===== src/rtl/limb_master.sv =====
// LIMB bus initiator with a Wishbone slave front end.
// Each Wishbone cycle becomes one LIMB frame; limb_clk is derived from clk by CLK_DIV.
module limb_master #(
  parameter int unsigned CLK_DIV      = 2,
  parameter int unsigned WAIT_TIMEOUT = 1023
) (
  input  logic        clk,
  input  logic        reset,
  input  logic [35:0] wb_adr_i,
  input  logic [31:0] wb_dat_i,
  output logic [31:0] wb_dat_o,
  input  logic        wb_we_i,
  input  logic [3:0]  wb_sel_i,
  input  logic        wb_stb_i,
  input  logic        wb_cyc_i,
  output logic        wb_ack_o,
  output logic        wb_err_o,
  output logic [7:0]  limb_d_out,
  input  logic [7:0]  limb_d_in,
  output logic        limb_d_oe,
  output logic        limb_clk,
  output logic        limb_nrd,
  output logic        limb_start,
  input  logic        limb_nwait
);

  localparam int unsigned DIV_W = 8;
  localparam int unsigned TMO_W = 10;
  localparam int unsigned GAP_W = 9;
  localparam int unsigned CNT_W = 3;

  localparam logic [DIV_W-1:0] DIV_LAST = DIV_W'(CLK_DIV - 1);
  localparam logic [TMO_W-1:0] TMO_LAST = TMO_W'(WAIT_TIMEOUT - 1);
  localparam logic [GAP_W-1:0] GAP_LAST = GAP_W'(2 * CLK_DIV - 1);

  typedef enum logic [2:0] {IDLE, HDR, WDATA, TURN, WAIT, RDATA, DONE, ERR} state_t;

  state_t           state_q, state_nxt;
  logic [DIV_W-1:0] div_cnt_q, div_cnt_nxt;
  logic [CNT_W-1:0] byte_cnt_q, byte_cnt_nxt;
  logic [TMO_W-1:0] tmo_cnt_q, tmo_cnt_nxt;
  logic [GAP_W-1:0] gap_cnt_q, gap_cnt_nxt;
  logic [35:0]      req_adr_q, req_adr_nxt;
  logic [31:0]      req_dat_q, req_dat_nxt;
  logic             req_we_q, req_we_nxt;
  logic [3:0]       req_sel_q, req_sel_nxt;
  logic             cyc_lost_q, cyc_lost_nxt;
  logic [31:0]      rd_shift_q, rd_shift_nxt;
  logic [31:0]      wb_dat_nxt;
  logic             wb_ack_nxt, wb_err_nxt;
  logic [7:0]       d_out_nxt;
  logic             d_oe_nxt, lclk_nxt, nrd_nxt, start_nxt;
  logic             tick, rise, fall;

  function automatic logic [7:0] hdr_byte(input logic [2:0] idx, input logic we,
                                          input logic [3:0] sel, input logic [35:0] adr);
    logic [7:0] b;
    case (idx)
      3'd0:    b = {we, 3'b000, sel};
      3'd1:    b = {4'b0000, adr[35:32]};
      3'd2:    b = adr[31:24];
      3'd3:    b = adr[23:16];
      3'd4:    b = adr[15:8];
      default: b = adr[7:0];
    endcase
    return b;
  endfunction

  function automatic logic [7:0] dat_byte(input logic [1:0] idx, input logic [31:0] dat);
    logic [7:0] b;
    case (idx)
      2'd0:    b = dat[31:24];
      2'd1:    b = dat[23:16];
      2'd2:    b = dat[15:8];
      default: b = dat[7:0];
    endcase
    return b;
  endfunction

  // limb_clk edge strobes: a rising edge is produced on the cycle where tick && !limb_clk
  assign tick = (div_cnt_q == DIV_LAST);
  assign rise = tick && !limb_clk;
  assign fall = tick && limb_clk;

  always_comb begin
    state_nxt    = state_q;
    div_cnt_nxt  = div_cnt_q;
    byte_cnt_nxt = byte_cnt_q;
    tmo_cnt_nxt  = tmo_cnt_q;
    gap_cnt_nxt  = gap_cnt_q;
    req_adr_nxt  = req_adr_q;
    req_dat_nxt  = req_dat_q;
    req_we_nxt   = req_we_q;
    req_sel_nxt  = req_sel_q;
    cyc_lost_nxt = cyc_lost_q;
    rd_shift_nxt = rd_shift_q;
    wb_dat_nxt   = wb_dat_o;
    wb_ack_nxt   = 1'b0;
    wb_err_nxt   = 1'b0;
    d_out_nxt    = limb_d_out;
    d_oe_nxt     = limb_d_oe;
    lclk_nxt     = limb_clk;
    nrd_nxt      = limb_nrd;
    start_nxt    = limb_start;

    if (state_q inside {HDR, WDATA, TURN, WAIT, RDATA}) begin
      div_cnt_nxt = tick ? '0 : DIV_W'(div_cnt_q + 8'd1);
      lclk_nxt    = limb_clk ^ tick;
      if (!wb_cyc_i) cyc_lost_nxt = 1'b1;
    end

    case (state_q)
      IDLE: begin
        div_cnt_nxt = '0;
        lclk_nxt    = 1'b0;
        if (wb_cyc_i && wb_stb_i) begin
          state_nxt    = HDR;
          req_adr_nxt  = wb_adr_i;
          req_dat_nxt  = wb_dat_i;
          req_we_nxt   = wb_we_i;
          req_sel_nxt  = wb_sel_i;
          byte_cnt_nxt = '0;
          tmo_cnt_nxt  = '0;
          gap_cnt_nxt  = '0;
          cyc_lost_nxt = 1'b0;
          d_out_nxt    = {wb_we_i, 3'b000, wb_sel_i};
          d_oe_nxt     = 1'b1;
          nrd_nxt      = 1'b1;
          start_nxt    = 1'b1;
        end
      end
      HDR: begin
        if (fall) begin
          start_nxt = 1'b0;
          if (byte_cnt_q == 3'd5) begin
            byte_cnt_nxt = '0;
            if (req_we_q) begin
              state_nxt = WDATA;
              d_out_nxt = req_dat_q[31:24];
            end else begin
              state_nxt = TURN;
              d_out_nxt = 8'h00;
              d_oe_nxt  = 1'b0;
              nrd_nxt   = 1'b0;
            end
          end else begin
            byte_cnt_nxt = CNT_W'(byte_cnt_q + 3'd1);
            d_out_nxt    = hdr_byte(CNT_W'(byte_cnt_q + 3'd1), req_we_q, req_sel_q, req_adr_q);
          end
        end
      end
      WDATA: begin
        if (fall) begin
          if (byte_cnt_q == 3'd3) begin
            state_nxt = WAIT;
            d_out_nxt = 8'h00;
            d_oe_nxt  = 1'b0;
          end else begin
            byte_cnt_nxt = CNT_W'(byte_cnt_q + 3'd1);
            d_out_nxt    = dat_byte(2'(byte_cnt_q + 3'd1), req_dat_q);
          end
        end
      end
      TURN: begin
        if (rise) tmo_cnt_nxt = TMO_W'(tmo_cnt_q + 10'd1);
        if (fall) state_nxt = WAIT;
      end
      WAIT: begin
        if (rise) begin
          if (limb_nwait) begin
            byte_cnt_nxt = '0;
            state_nxt    = req_we_q ? DONE : RDATA;
          end else if (tmo_cnt_q >= TMO_LAST) begin
            state_nxt = ERR;
          end else begin
            tmo_cnt_nxt = TMO_W'(tmo_cnt_q + 10'd1);
          end
        end
      end
      RDATA: begin
        if (rise && byte_cnt_q != 3'd4) begin
          rd_shift_nxt = {rd_shift_q[23:0], limb_d_in};
          byte_cnt_nxt = CNT_W'(byte_cnt_q + 3'd1);
        end
        if (fall && byte_cnt_q == 3'd4) begin
          state_nxt  = DONE;
          nrd_nxt    = 1'b1;
          wb_dat_nxt = rd_shift_q;
        end
      end
      DONE, ERR: begin
        // Hold limb_clk low for one full idle period before accepting the next frame
        div_cnt_nxt = '0;
        lclk_nxt    = 1'b0;
        d_oe_nxt    = 1'b0;
        d_out_nxt   = 8'h00;
        nrd_nxt     = 1'b1;
        start_nxt   = 1'b0;
        if (gap_cnt_q == '0) begin
          wb_ack_nxt = (state_q == DONE) && !cyc_lost_q && wb_cyc_i;
          wb_err_nxt = (state_q == ERR) && !cyc_lost_q && wb_cyc_i;
        end
        if (gap_cnt_q == GAP_LAST) begin
          state_nxt   = IDLE;
          gap_cnt_nxt = '0;
        end else begin
          gap_cnt_nxt = GAP_W'(gap_cnt_q + 9'd1);
        end
      end
      default: state_nxt = IDLE;
    endcase
  end

  always_ff @(posedge clk or negedge reset) begin
    if (!reset) begin
      state_q    <= IDLE;
      div_cnt_q  <= '0;
      byte_cnt_q <= '0;
      tmo_cnt_q  <= '0;
      gap_cnt_q  <= '0;
      req_adr_q  <= '0;
      req_dat_q  <= '0;
      req_we_q   <= 1'b0;
      req_sel_q  <= '0;
      cyc_lost_q <= 1'b0;
      rd_shift_q <= '0;
      wb_dat_o   <= 32'h0;
      wb_ack_o   <= 1'b0;
      wb_err_o   <= 1'b0;
      limb_d_out <= 8'h00;
      limb_d_oe  <= 1'b0;
      limb_clk   <= 1'b0;
      limb_nrd   <= 1'b1;
      limb_start <= 1'b0;
    end else begin
      state_q    <= state_nxt;
      div_cnt_q  <= div_cnt_nxt;
      byte_cnt_q <= byte_cnt_nxt;
      tmo_cnt_q  <= tmo_cnt_nxt;
      gap_cnt_q  <= gap_cnt_nxt;
      req_adr_q  <= req_adr_nxt;
      req_dat_q  <= req_dat_nxt;
      req_we_q   <= req_we_nxt;
      req_sel_q  <= req_sel_nxt;
      cyc_lost_q <= cyc_lost_nxt;
      rd_shift_q <= rd_shift_nxt;
      wb_dat_o   <= wb_dat_nxt;
      wb_ack_o   <= wb_ack_nxt;
      wb_err_o   <= wb_err_nxt;
      limb_d_out <= d_out_nxt;
      limb_d_oe  <= d_oe_nxt;
      limb_clk   <= lclk_nxt;
      limb_nrd   <= nrd_nxt;
      limb_start <= start_nxt;
    end
  end

endmodule


===== config.mk =====
export PLATFORM = sky130hd
export DESIGN_NAME = limb_master
export DESIGN_NICKNAME = d
export VERILOG_FILES = /design/src/rtl/limb_master.sv
export SDC_FILE = /design/constraint.sdc
export NUM_CORES = 1
export LEC_CHECK = 0
export BUFFER_PORTS_ARGS = -buffer_cell sky130_fd_sc_hd__buf_4
export CAP_MARGIN = 20
export CORE_UTILIZATION = 40
export DETAILED_ROUTE_END_ITERATION = 10
export PLACE_DENSITY_LB_ADDON = 0.08
export SLEW_MARGIN = 30
export SYNTH_ARGS = -nofsm -noshare
export SYNTH_HDL_FRONTEND = slang
export SYNTH_SLANG_ARGS = --single-unit

===== constraint.sdc =====
create_clock -name clk -period 3.25 [get_ports clk]
set_input_delay 0.325 -clock clk [delete_from_list [all_inputs] [get_ports clk]]
set_output_delay 0.325 -clock clk [all_outputs]
set_load 0.02 [all_outputs]

---- Word-level counts from Yosys, hierarchy flattened ----
Cells that the tools add are included.
word-level totals
  register bits ........................... 185
  latch bits .............................. 0
  bits in writable memories ............... 0
  bits in read-only memories .............. 0
  input bits .............................. 86
  output and inout bits ................... 46
  word-level logic and storage cells ...... 162
  memories ................................ 0
cells by class
  add/sub/neg operators ................... 4
  multiply operators ...................... 0
  divide/modulo/power cells ............... 0
  order comparisons ....................... 1
  equality and inequality tests ........... 36
  shifts and indexed selects .............. 0
  multiplexer cells ....................... 65
  bitwise logic cells ..................... 1
  reductions and logical operators ........ 36
operators by type and width
  operator               number
  $mux 8                 9
  $mux 3                 19
  $mux 10                5
  $pmux 8 s5             1
  $pmux 8 s4             1
  $pmux 10 s3            1
  $ne 2x2->1 const B     12
  $pmux 8 s3             1
  $eq 3x3->1 const B     7
  $pmux 3 s7             1
  $mux 1                 19
  $mux 9                 2
  $pmux 9 s2             1
  $eq 3x2->1 const B     5
  $pmux 3 s5             1
  $reduce_and 6->1       2
  $add 10x1->10 const B  1
  $ge 10x10->1 const B   1
  $reduce_and 10->1      1
  $reduce_bool 5->1      2
  $add 9x1->9 const B    1
  $eq 9x2->1 const B     1
  $logic_and 1x1->1      9
  $logic_not 9->1        1
  26 further kinds       39

---- Logic depth before layout (Yosys ltp) ----
Gate-level depths: netlist (run 1).
  word-level depth ........................ 6
  gate-level depth with buffers ........... 12
  mapped depth without buffers ............ 10

---- Least setup slack after synthesis (run 1) ----
No wires, ideal clock.
  path kind ............................... flip-flop to flip-flop
  start ................................... register div_cnt_q[1]
  end ..................................... register state_q[1]
  setup time .............................. 0.125 ns
  arrival ................................. 2.620 ns
  data required time ...................... 3.125 ns
  setup slack ............................. 0.505 ns
  stages on the path, launching flop included .. 11
  buffers on the path ..................... 0
  clock period less this slack ............ 2.745 ns
  path through ............................ dfrtp_1 -> inv_1 -> ha_1 -> or4b_1 -> nor4_1 -> ha_1 -> a211oi_1 -> a211oi_2 -> and4_4 -> a21boi_4 -> mux2_4
on the way
  longest elaborated chain between the ends .. 5
  elaborated cells between the ends (all ways) .. 10
  those cells by class .................... eq/ne: 6; reduce/logical: 4
RTL lines
  what                                  line  text
  from (decl)                           39    logic [DIV_W-1:0] div_cnt_q, div_cnt_nxt;
  from (signal assigned)                237   div_cnt_q <= div_cnt_nxt;
  $eq 8x1->1 *                          81    assign tick = (div_cnt_q == DIV_LAST);
  $logic_and 1x1->1                     83    assign fall = tick && limb_clk;
  $logic_and 1x1->1                     185   if (fall && byte_cnt_q == 3'd4) begin
  $ne 2x1->1 (no source line)           -
  $reduce_and 10->1 (no source line) *  -
  to (signal assigned)                  236   state_q <= state_nxt;
  to (decl)                             38    state_t state_q, state_nxt;
Every way passes the cells marked *; elsewhere a longest branch is shown, timed or not.
A chain may end at the register's enable or synchronous reset.

---- Worst setup path in the final report (run 1) ----
Same ends and word-level chain as after synthesis.

==> flow_summary.toml, run 1 <==
[drt]
antenna_left = 0
drc = 0
via_count = 6418
viasPerCell = 5.130
wl_per_cell_um = 16.03
drtIter0Drc = 355
postRouteWirelength_mm = 20.05
drt_first_pass_iters = 5

[timing]
hold_violations = 0
timing.setup.tns_ns = 0
rsz0062_at_grt = "false"
finalCriticalPeriod_ns = 2.932
fin_worst_skew_ns = 0.01170
report.final.slew_viol_count = 0
setup_violations = 0
tightest_slew_ns = 0.9348
maxClockFrequency_mhz = 341.1
slew_headroom_pct = 37.68
fin_crit_sh_pct = 90.21

[yosys]
synth_edf_count = 0
yosys.area.top_type_share_pct = 53.93
synth.distinct_cells = 72
synth-seq-area-share_pct = 54.24
synth_cells = 847
async_flop_share_pct = 100.0
synth_warnings = 0
ys_top_cells_by_area = "dfrtp_1 (54%), nand2_1 (12%), mux2_2 (8.6%)"
avgSynthCellArea_um2 = 10.08
yosysTopAreaCell = "dfrtp_1"
synth_nets = 948
synth_area_um2 = 8538
ys_ff_latch = 185
synth.most_common_cell = "nand2_1"
synth.top_cells.by_count = "nand2_1 (266), dfrtp_1 (184), mux2_2 (65), o21ai_0 (34), a21oi_1 (27)"
synth_ff_type = "dfrtp_1"

[die]
fp.dieH_um = 148.1
die_x_um = 148.1
die_area_um2 = 21930
rows = 53
io_pins = 132
core-area_um2 = 20960
start_util_pct = 40.75

[global_route]
overflow = 0
grt_pass1_wl_mm = 33.36
antenna_found_initial = 0
grt_use_total_pct = 19.31
grt_max_degree = 86
first_global_vias = 6381

[setup_path]
crit_arrival_ns = 3.24
cp.required_ns = 3.56
crit_family = "simple AND/OR/NAND/NOR gates"
path_buf_inv = 1
slowest_delay_ns = 0.45
r2r_cells = 10
start_kind = "flop"
critPathSlowestCell = "or4b_1"
worst-path-stages = 10
criticalPathCategory = "flop to flop"
critPathMaxFanout = 6
end_kind = "flop"
crit_top_cell = "ha_1"
cp_cell_sequence = "inv_1, ha_1, or4b_1, nor4_2, ha_1, a211oi_1, a211oi_2, and4_4, a21boi_4, mux2_4"

[job]
max_cap_viol_count = 0

[hold_path]
hold_class = "primary input to flop"
min_path_cells = 3

[place]
hpwl_mm = 13.38
place.gp.congestion = 0.8095
io_buffer_count = 131

[cts]
clkTransAtPathRegs_ns = 0.08
clk_latency_ns = 0.43
htreeDepth = 4
clockBufferDepth = 2
cts-root-buf = "clkbuf_16"
cts_setup_buffers = 0
cts_tree = "built"
cts_buffers = 17
clock-sinks = 185

[pwr]
power_density_nw_per_um2 = 831.1
leakagePower_nw = 5.168
p_clk_share_pct = 24.5
switchingPower_mw = 3.307
irDropWorstVdd_v = 0.0003994
p_seq_share_pct = 42.5
comb_power_share_pct = 33.0
switching_share_pct = 38.22
internal-power_mw = 5.345

[finish]
drive_above_1_share_pct = 26.33
finish.utilization_pct = 49.68
area_growth_syn_to_layout_pct = 21.92
diodes = 0
n_fill_cell = 2031
finish.net_count = 1064

[status]
status = "complete, no violations"
==> state kept, by name, indices dropped and copies added (netlist names), 8 cells and up <==
| register | cells |
|---|---|
| tmo_cnt_q | 10 |
| rd_shift_q | 32 |
| req_dat_q | 32 |
| gap_cnt_q | 9 |
| wb_dat_o | 32 |
| limb_d_out | 8 |
| req_adr_q | 36 |
| div_cnt_q | 8 |
==> power groups by stage <==
stage / Clock, mW / Combinational, mW / Sequential [mW]
after floorplan: 0 / 2.10 / 3.53
after global placement: 0 / 2.84 / 3.70
after detailed placement: 0 / 2.87 / 3.70
after CTS: 2.17 / 2.89 / 3.67
after global routing: 2.27 / 3.22 / 3.79
final: 2.12 / 2.85 / 3.67
==> metrics by stage <==
stage	worst slack, ns	instance area [um^2]	total power, mW	instances	hold slack [ns]
finish	0.3180	10410	8.651	1251	0.07364
global route	0.05062	10410	9.279	1251	0.06791
CTS	0.2011	10400	8.729	1251	0.06002
detailed placement	0.2264	9774	6.576	1218	0.3755
global placement	0.2745	9774	6.541	1218	0.3750
floorplan	0.5053	8538	5.630	847	0.02941
==> routing by layer <==
layer  share of wire (%)  vias up  GRT usage, %  wire length (um)
li1                    -     3140             -                 -
met1                  48     3115         27.48              9721
met2                  46      146         30.16              9267
met3                 3.9       17         3.405               772
met4                 1.4        0         5.670               287
met5                   0        -             0                 0
==> what timing repair did <==
item                                    in CTS  in global routing
endpoints found under the setup margin       0                  6
hold endpoints to repair                    65                  0
hold buffers                                 1                  0
gates resized for setup                      0                  1
==> final timing paths <==
kind	start	slack [ns]	end
max	div_cnt_q[1]	0.32	state_q[1]
min	wb_dat_i[11]	0.07	req_dat_q[11]
max reg2reg	div_cnt_q[1]	0.32	state_q[1]
max in group asynchronous	reset	1.99	wb_dat_o[8]
min reg2reg	req_adr_q[9]	0.48	req_adr_q[9]
min in group asynchronous	reset	0.48	gap_cnt_q[7]
==> cell families (layout without fill, tap and decap cells) <==
logic type / count (synthesis) / count (layout) / synth area share [%]
compound gates: 138 / 138 / 11.09
simple gates: 368 / 368 / 18.82
flops: 185 / 185 / 54.24
buf+inv: 64 / 193 / 3.620
xor+xnor: 8 / 8 / 0.9086
mux: 69 / 69 / 9.129
fa+ha+maj: 15 / 15 / 2.198
==> worst reg2reg max path: stages, from the launching register on <==
cell      delay, ns
dfrtp_1        0.42
inv_1          0.07
ha_1           0.12
or4b_1         0.45
nor4_2         0.25
ha_1           0.34
a211oi_1       0.12
a211oi_2       0.29
and4_4         0.26
a21boi_4       0.19
mux2_4         0.30
==> placed cells by master (no fill, tap or decap), types with 3 or more instances in the layout <==
master / Yosys / final
buf_4: 5 / 138
and3_1: 5 / 5
and2_1: 4 / 4
a222oi_1: 8 / 8
a32oi_1: 3 / 3
a22oi_1: 11 / 11
nor3_1: 3 / 3
nand3b_1: 3 / 3
nand2_1: 266 / 266
a21oi_1: 27 / 27
and4_1: 3 / 3
nand3_1: 17 / 17
nor2b_1: 5 / 5
buf_12: 0 / 4
o221ai_1: 6 / 6
dfrtp_1: 184 / 184
nand4_1: 3 / 3
a22o_1: 4 / 4
inv_1: 17 / 17
clkbuf_16: 0 / 17
mux2_2: 65 / 65
inv_8: 0 / 5
xor2_1: 5 / 5
ha_1: 15 / 15
o21bai_1: 3 / 3
or3_1: 11 / 10
o31ai_1: 7 / 7
a2bb2oi_1: 5 / 5
clkinv_8: 0 / 6
nor2_1: 26 / 26
o21ai_0: 34 / 34
a31oi_1: 11 / 11
==> layout make-up <==
class	count	area (um^2)	share of cell area, %
flip-flops and latches	185	4631	44.48
inverters	17	63.81	0.6130
well taps	275	344.1	3.305
multi-input cells	598	3612	34.70
clock inverters	15	193.9	1.863
clock buffers	17	425.4	4.087
repair buffers	144	1140	10.95
Note: power is estimated with default switching activity, not from simulation.
==> inputs of run 2 (changes only) <==
--- a/config.mk
+++ b/config.mk
@@ -7,7 +7,9 @@
 export LEC_CHECK = 0
 export BUFFER_PORTS_ARGS = -buffer_cell sky130_fd_sc_hd__buf_4
 export CAP_MARGIN = 20
+export CORE_ASPECT_RATIO = 1.5
 export CORE_UTILIZATION = 40
+export CTS_CLUSTER_DIAMETER = 60
 export DETAILED_ROUTE_END_ITERATION = 10
 export PLACE_DENSITY_LB_ADDON = 0.08
 export SLEW_MARGIN = 30
==> run 2 against run 1 <==
Via count down 1.3%; core utilization down 0.35 points; sequential cell count unchanged; hold slack worse by 0.0038 ns; cell area down 0.56%; critical path depth up 1; die area about the same; total power up 0.28%; maximum frequency up 0.24%; count of clock-buffer cells in the layout up 1; clock power about the same; first-iteration DRC count down 28%; critical endpoint unchanged.
==> flow_summary.toml, run 2 (synthesis results as in run 1) <==
[status]
status = "complete, no violations"

[timing]
rsz0062_at_grt = "false"
slew_headroom_pct = 44.10
tightest_slew_ns = 0.8385
setup_violations = 0
maxClockFrequency_mhz = 341.9
hold_violations = 0
finalCriticalPeriod_ns = 2.925
report.final.slew_viol_count = 0
fin_worst_skew_ns = 0.007607
timing.setup.tns_ns = 0
fin_crit_sh_pct = 90.00

[place]
place.gp.congestion = 0.8238
io_buffer_count = 131
hpwl_mm = 14.01
dpl-instance-area_um2 = 9751
place_inst = 1211

[setup_path]
crit_arrival_ns = 3.25
end_kind = "flop"
criticalPathCategory = "flop to flop"
start_kind = "flop"
r2r_cells = 11
cp.required_ns = 3.57
critPathMaxFanout = 6
r2r_slack_ns = 0.33

[cts]
clockBufferDepth = 2
cts-root-buf = "clkbuf_16"
cts_buffers = 17
cts_tree = "built"
clock-sinks = 185
clkTransAtPathRegs_ns = 0.07
clk_latency_ns = 0.44
htreeDepth = 4
post_cts_resized = 0

[global_route]
grt_use_met1_pct = 24.57
antenna_found_initial = 0
first_global_vias = 6488
busiest_layer = "met2"
grt_max_degree = 86
overflow = 0
met3_usage_pct = 3.662
grt_use_total_pct = 19.59
met2_usage_pct = 32.41
grt_pass1_wl_mm = 33.50

[die]
die_area_um2 = 21950
start_util_pct = 40.69
die_x_um = 121.3
fp.dieH_um = 180.9
io_pins = 132
rows = 65
core-area_um2 = 20980

[drt]
drt_first_pass_iters = 4
drtIter0Drc = 255
drc = 0
via_count = 6334
antenna_left = 0
wl_per_cell_um = 16.14
postRouteWirelength_mm = 20.08
viasPerCell = 5.092

[finish]
mostFrequentLayoutCells = "nand2_1 (266), dfrtp_1 (184), buf_4 (139), mux2_2 (65), o21ai_0 (34)"
finish.net_count = 1064
largest_reg_flops = 36
area_growth_syn_to_layout_pct = 21.23
diodes = 0
n_fill_cell = 2026
largest_register = "req_adr_q"
mostFrequentLayoutCell = "nand2_1"
multi_input_area_um2 = 3606
final_cells = 1244
register_area_um2 = 4631
design_area_um2 = 10350
drive_above_1_share_pct = 26.13

[pwr]
power_density_nw_per_um2 = 838.1
irDropWorstVdd_v = 0.0004180
leakagePower_nw = 5.153

[hold_path]
min_path_cells = 3
hold_class = "primary input to flop"

[job]
max_cap_viol_count = 0
==> run 2: cell types whose count changed in the layout (fill, tap and decap cells not counted), sizes merged <==
cell / previous run / this run
clkinv: 6 / 3
bufinv: 0 / 2
buf: 142 / 143
clkinvlp: 2 / 3
inv: 24 / 23
==> run 2: final timing paths <==
| path | startpoint | end |
|---|---|---|
| max | div_cnt_q[1] | state_q[1] |
| min | wb_dat_i[12] | req_dat_q[12] |
| max reg2reg | div_cnt_q[1] | state_q[1] |
| min reg2reg | req_adr_q[26] | req_adr_q[26] |
| max in group asynchronous | reset | wb_dat_o[4] |
| min in group asynchronous | reset | gap_cnt_q[3] |
==> run 2: report_power, final <==
| part | switching, mW | internal, mW |
|---|---|---|
| registers | 0.624 | 3.04 |
| clock network | 0.950 | 1.15 |
| logic | 1.66 | 1.25 |
==> run 2: layout make-up <==
class,instances,share of cell area (%)
flip-flops and latches,185,44.74
multi-input cells,598,34.84
repair buffers,144,10.87
clock buffers,18,4.146
well taps,268,3.239
clock inverters,14,1.559
inverters,17,0.6165
==> run 2: layer usage <==
layer | part of all wire, % | routed length (um)
met5 | 0 | 0
met4 | 2.9 | 588
met3 | 3.6 | 716
met2 | 49 | 9877
met1 | 44 | 8895
==> run 2: what timing repair did <==
| item | 4_1_cts | 5_1_grt |
|---|---|---|
| hold buffers | 1 | 0 |
| endpoints found under the hold margin | 54 | 0 |
| setup buffers | 0 | 0 |
==> run 2: critical path: stages, from the launching register on <==
cell and delay (ns):
dfrtp_1 0.42, inv_1 0.07, ha_1 0.12, or4b_1 0.42
nor4_1 0.18, buf_4 0.17, ha_1 0.25, a211oi_1 0.12
a211oi_2 0.30, and4_4 0.27, a21boi_4 0.19, mux2_4 0.30
==> run 2: metrics by stage <==
stage               utilization, %  hold WS [ns]  power, mW  setup WS, ns
floorplan                        -       0.02941      5.630        0.5053
global placement             46.47        0.3325      6.597        0.3336
detailed placement           46.47        0.3395      6.642        0.3478
CTS                          49.33       0.05164      8.784        0.3290
global route                 49.33       0.06285      9.299       0.06270
finish                       49.33       0.06984      8.676        0.3251
==> inputs of run 3 (changes only) <==
==> constraint.sdc (replaced) <==
create_clock -name clk -period 3.25 [get_ports clk]
set_input_delay 0.65 -clock clk [delete_from_list [all_inputs] [get_ports clk]]
set_output_delay 0.65 -clock clk [all_outputs]
set_load 0.02 [all_outputs]
==> run 3 against run 2 <==
Routed wire length rose by 0.36%; worst setup slack got worse by 0.024 ns; global-route usage increased by 0.28 points; sequential cell count did not move; combinational power about the same; total power down 0.16%; cell count is essentially flat; first-iteration DRC count up 44%; sequential share of layout area is essentially flat; core utilization barely moved; critical path type unchanged.
==> flow_summary.toml, run 3 (synthesis results as in run 1) <==
[pwr]
leakagePower_nw = 5.158
power_density_nw_per_um2 = 836.0
irDropWorstVdd_v = 0.0004205

[cts]
cts_tree = "built"
htreeDepth = 4
cts_setup_buffers = 0
clkTransAtPathRegs_ns = 0.07
clock-sinks = 185
clockBufferDepth = 2
clk_latency_ns = 0.43
cts-root-buf = "clkbuf_16"
cts_buffers = 17

[drt]
via_count = 6489
drc = 0
antenna_left = 0
route.met3.wl_um = 767
wl_per_cell_um = 16.19
routed.top_layer = "met4"
viasPerCell = 5.212
drtIter0Drc = 368
wl_met1_mm = 8.669
wl_met2_mm = 10.11
drt_first_pass_iters = 5
postRouteWirelength_mm = 20.15

[timing]
report.final.slew_viol_count = 0
fin_worst_skew_ns = 0.005315
finalCriticalPeriod_ns = 2.949
slew_headroom_pct = 42.39
hold_violations = 0
setup_violations = 0
worst_slack_ns = 0.3007
maxClockFrequency_mhz = 339.1
fin_crit_sh_pct = 90.75
rsz0062_at_grt = "false"
timing.setup.tns_ns = 0
hold_slack_ns = 0.1964
tightest_slew_ns = 0.8641

[setup_path]
start_kind = "flop"
end_kind = "flop"
crit_arrival_ns = 3.27
critPathSlowestCell = "dfrtp_1"
path_buf_inv = 2
cp.required_ns = 3.57
criticalPathCategory = "flop to flop"
cp_cell_sequence = "inv_1, ha_1, or4b_1, nor4_1, buf_4, ha_1, a211oi_1, a211oi_2, and4_4, a21boi_4, mux2_4"
r2r_slack_ns = 0.30
crit_family = "simple AND/OR/NAND/NOR gates"
crit_top_cell = "ha_1"
slowest_delay_ns = 0.42
critPathMaxFanout = 6

[global_route]
antenna_found_initial = 0
overflow = 0
grt_max_degree = 86
grt_use_total_pct = 19.87
first_global_vias = 6567
grt_pass1_wl_mm = 33.92

[job]
max_cap_viol_count = 0

[finish]
diodes = 0
largest_register = "req_adr_q"
area_growth_syn_to_layout_pct = 21.35
finish.utilization_pct = 49.38
mostFrequentLayoutCell = "nand2_1"
mostFrequentLayoutCells = "nand2_1 (266), dfrtp_1 (184), buf_4 (142), mux2_2 (65), o21ai_0 (34)"
n_fill_cell = 2001
drive_above_1_share_pct = 26.41
design_area_um2 = 10360
largest_reg_flops = 36
finish.net_count = 1065

[hold_path]
hold_class = "primary input to async pin"

[die]
io_pins = 132
fp.dieH_um = 180.9
die_x_um = 121.3
rows = 65
start_util_pct = 40.69
die_area_um2 = 21950
core-area_um2 = 20980

[place]
dpl-instance-area_um2 = 9753
hpwl_mm = 14.11
io_buffer_count = 131
dpl_worst_slack_ns = 0.3211
place.gp.congestion = 0.8033

[status]
status = "complete, no violations"
[run 3: changes by cell type in the layout (fill, tap and decap cells not counted), moves of 2 or more]
| cell | change |
|---|---|
| clkinv_4 | +2 |
| inv_6 | -2 |
| clkbuf_8 | +2 |
| buf_4 | +3 |
| clkinv_8 | +2 |
[run 3: through the flow]
step                      total power, mW  std cells
after floorplan                     5.630        847
after global placement              6.590       1213
after detailed placement            6.643       1213
after CTS                           8.749       1245
after global routing                9.298       1245
final                               8.662       1245
[run 3: what timing repair did]
| action | 4_1_cts | 5_1_grt |
|---|---|---|
| resized for setup | 0 | 2 |
| setup endpoints to repair | 0 | 1 |
| hold buffers | 0 | 0 |
[run 3: worst paths after layout]
check,start,to,cells after the start
worst max-delay path,div_cnt_q[1],state_q[1],11
worst min-delay path,reset,gap_cnt_q[5],1
worst max register to register,div_cnt_q[1],state_q[1],11
worst min register to register,req_dat_q[0],req_dat_q[0],2
max in group asynchronous,reset,limb_nrd,2
min in group clk,wb_dat_i[14],req_dat_q[14],3
[run 3: cell type report]
class                           instances  area (um^2)  area share (%)
Timing Repair Buffer                  145         1117           10.78
Sequential cell                       185         4631           44.69
Tap cell                              268        335.3           3.236
Inverter                               17        63.81          0.6159
Clock buffer                           20        456.7           4.408
Multi-Input combinational cell        598         3617           34.91
Clock inverter                         12        140.1           1.352
[run 3: layer usage]
layer | vias to the layer above | GRT usage (%)
met4 | 0 | 8.938
li1 | 3144 | -
met2 | 155 | 33.48
met3 | 33 | 3.630
met1 | 3157 | 24.47
met5 | - | 0
[run 3: where the power goes]
group          total [mW]  internal, mW  switching [mW]
logic                2.92          1.26            1.66
registers            3.68          3.04           0.642
clock network        2.06          1.12           0.939
total                8.66          5.42            3.24
[run 3: worst register-to-register path: stages, from the launching register on]
cell and delay (ns):
dfrtp_1 0.42, inv_1 0.07, ha_1 0.13, or4b_1 0.42, nor4_1 0.18, buf_4 0.17, ha_1 0.26, a211oi_1 0.12
a211oi_2 0.30, and4_4 0.27, a21boi_4 0.19, mux2_4 0.31
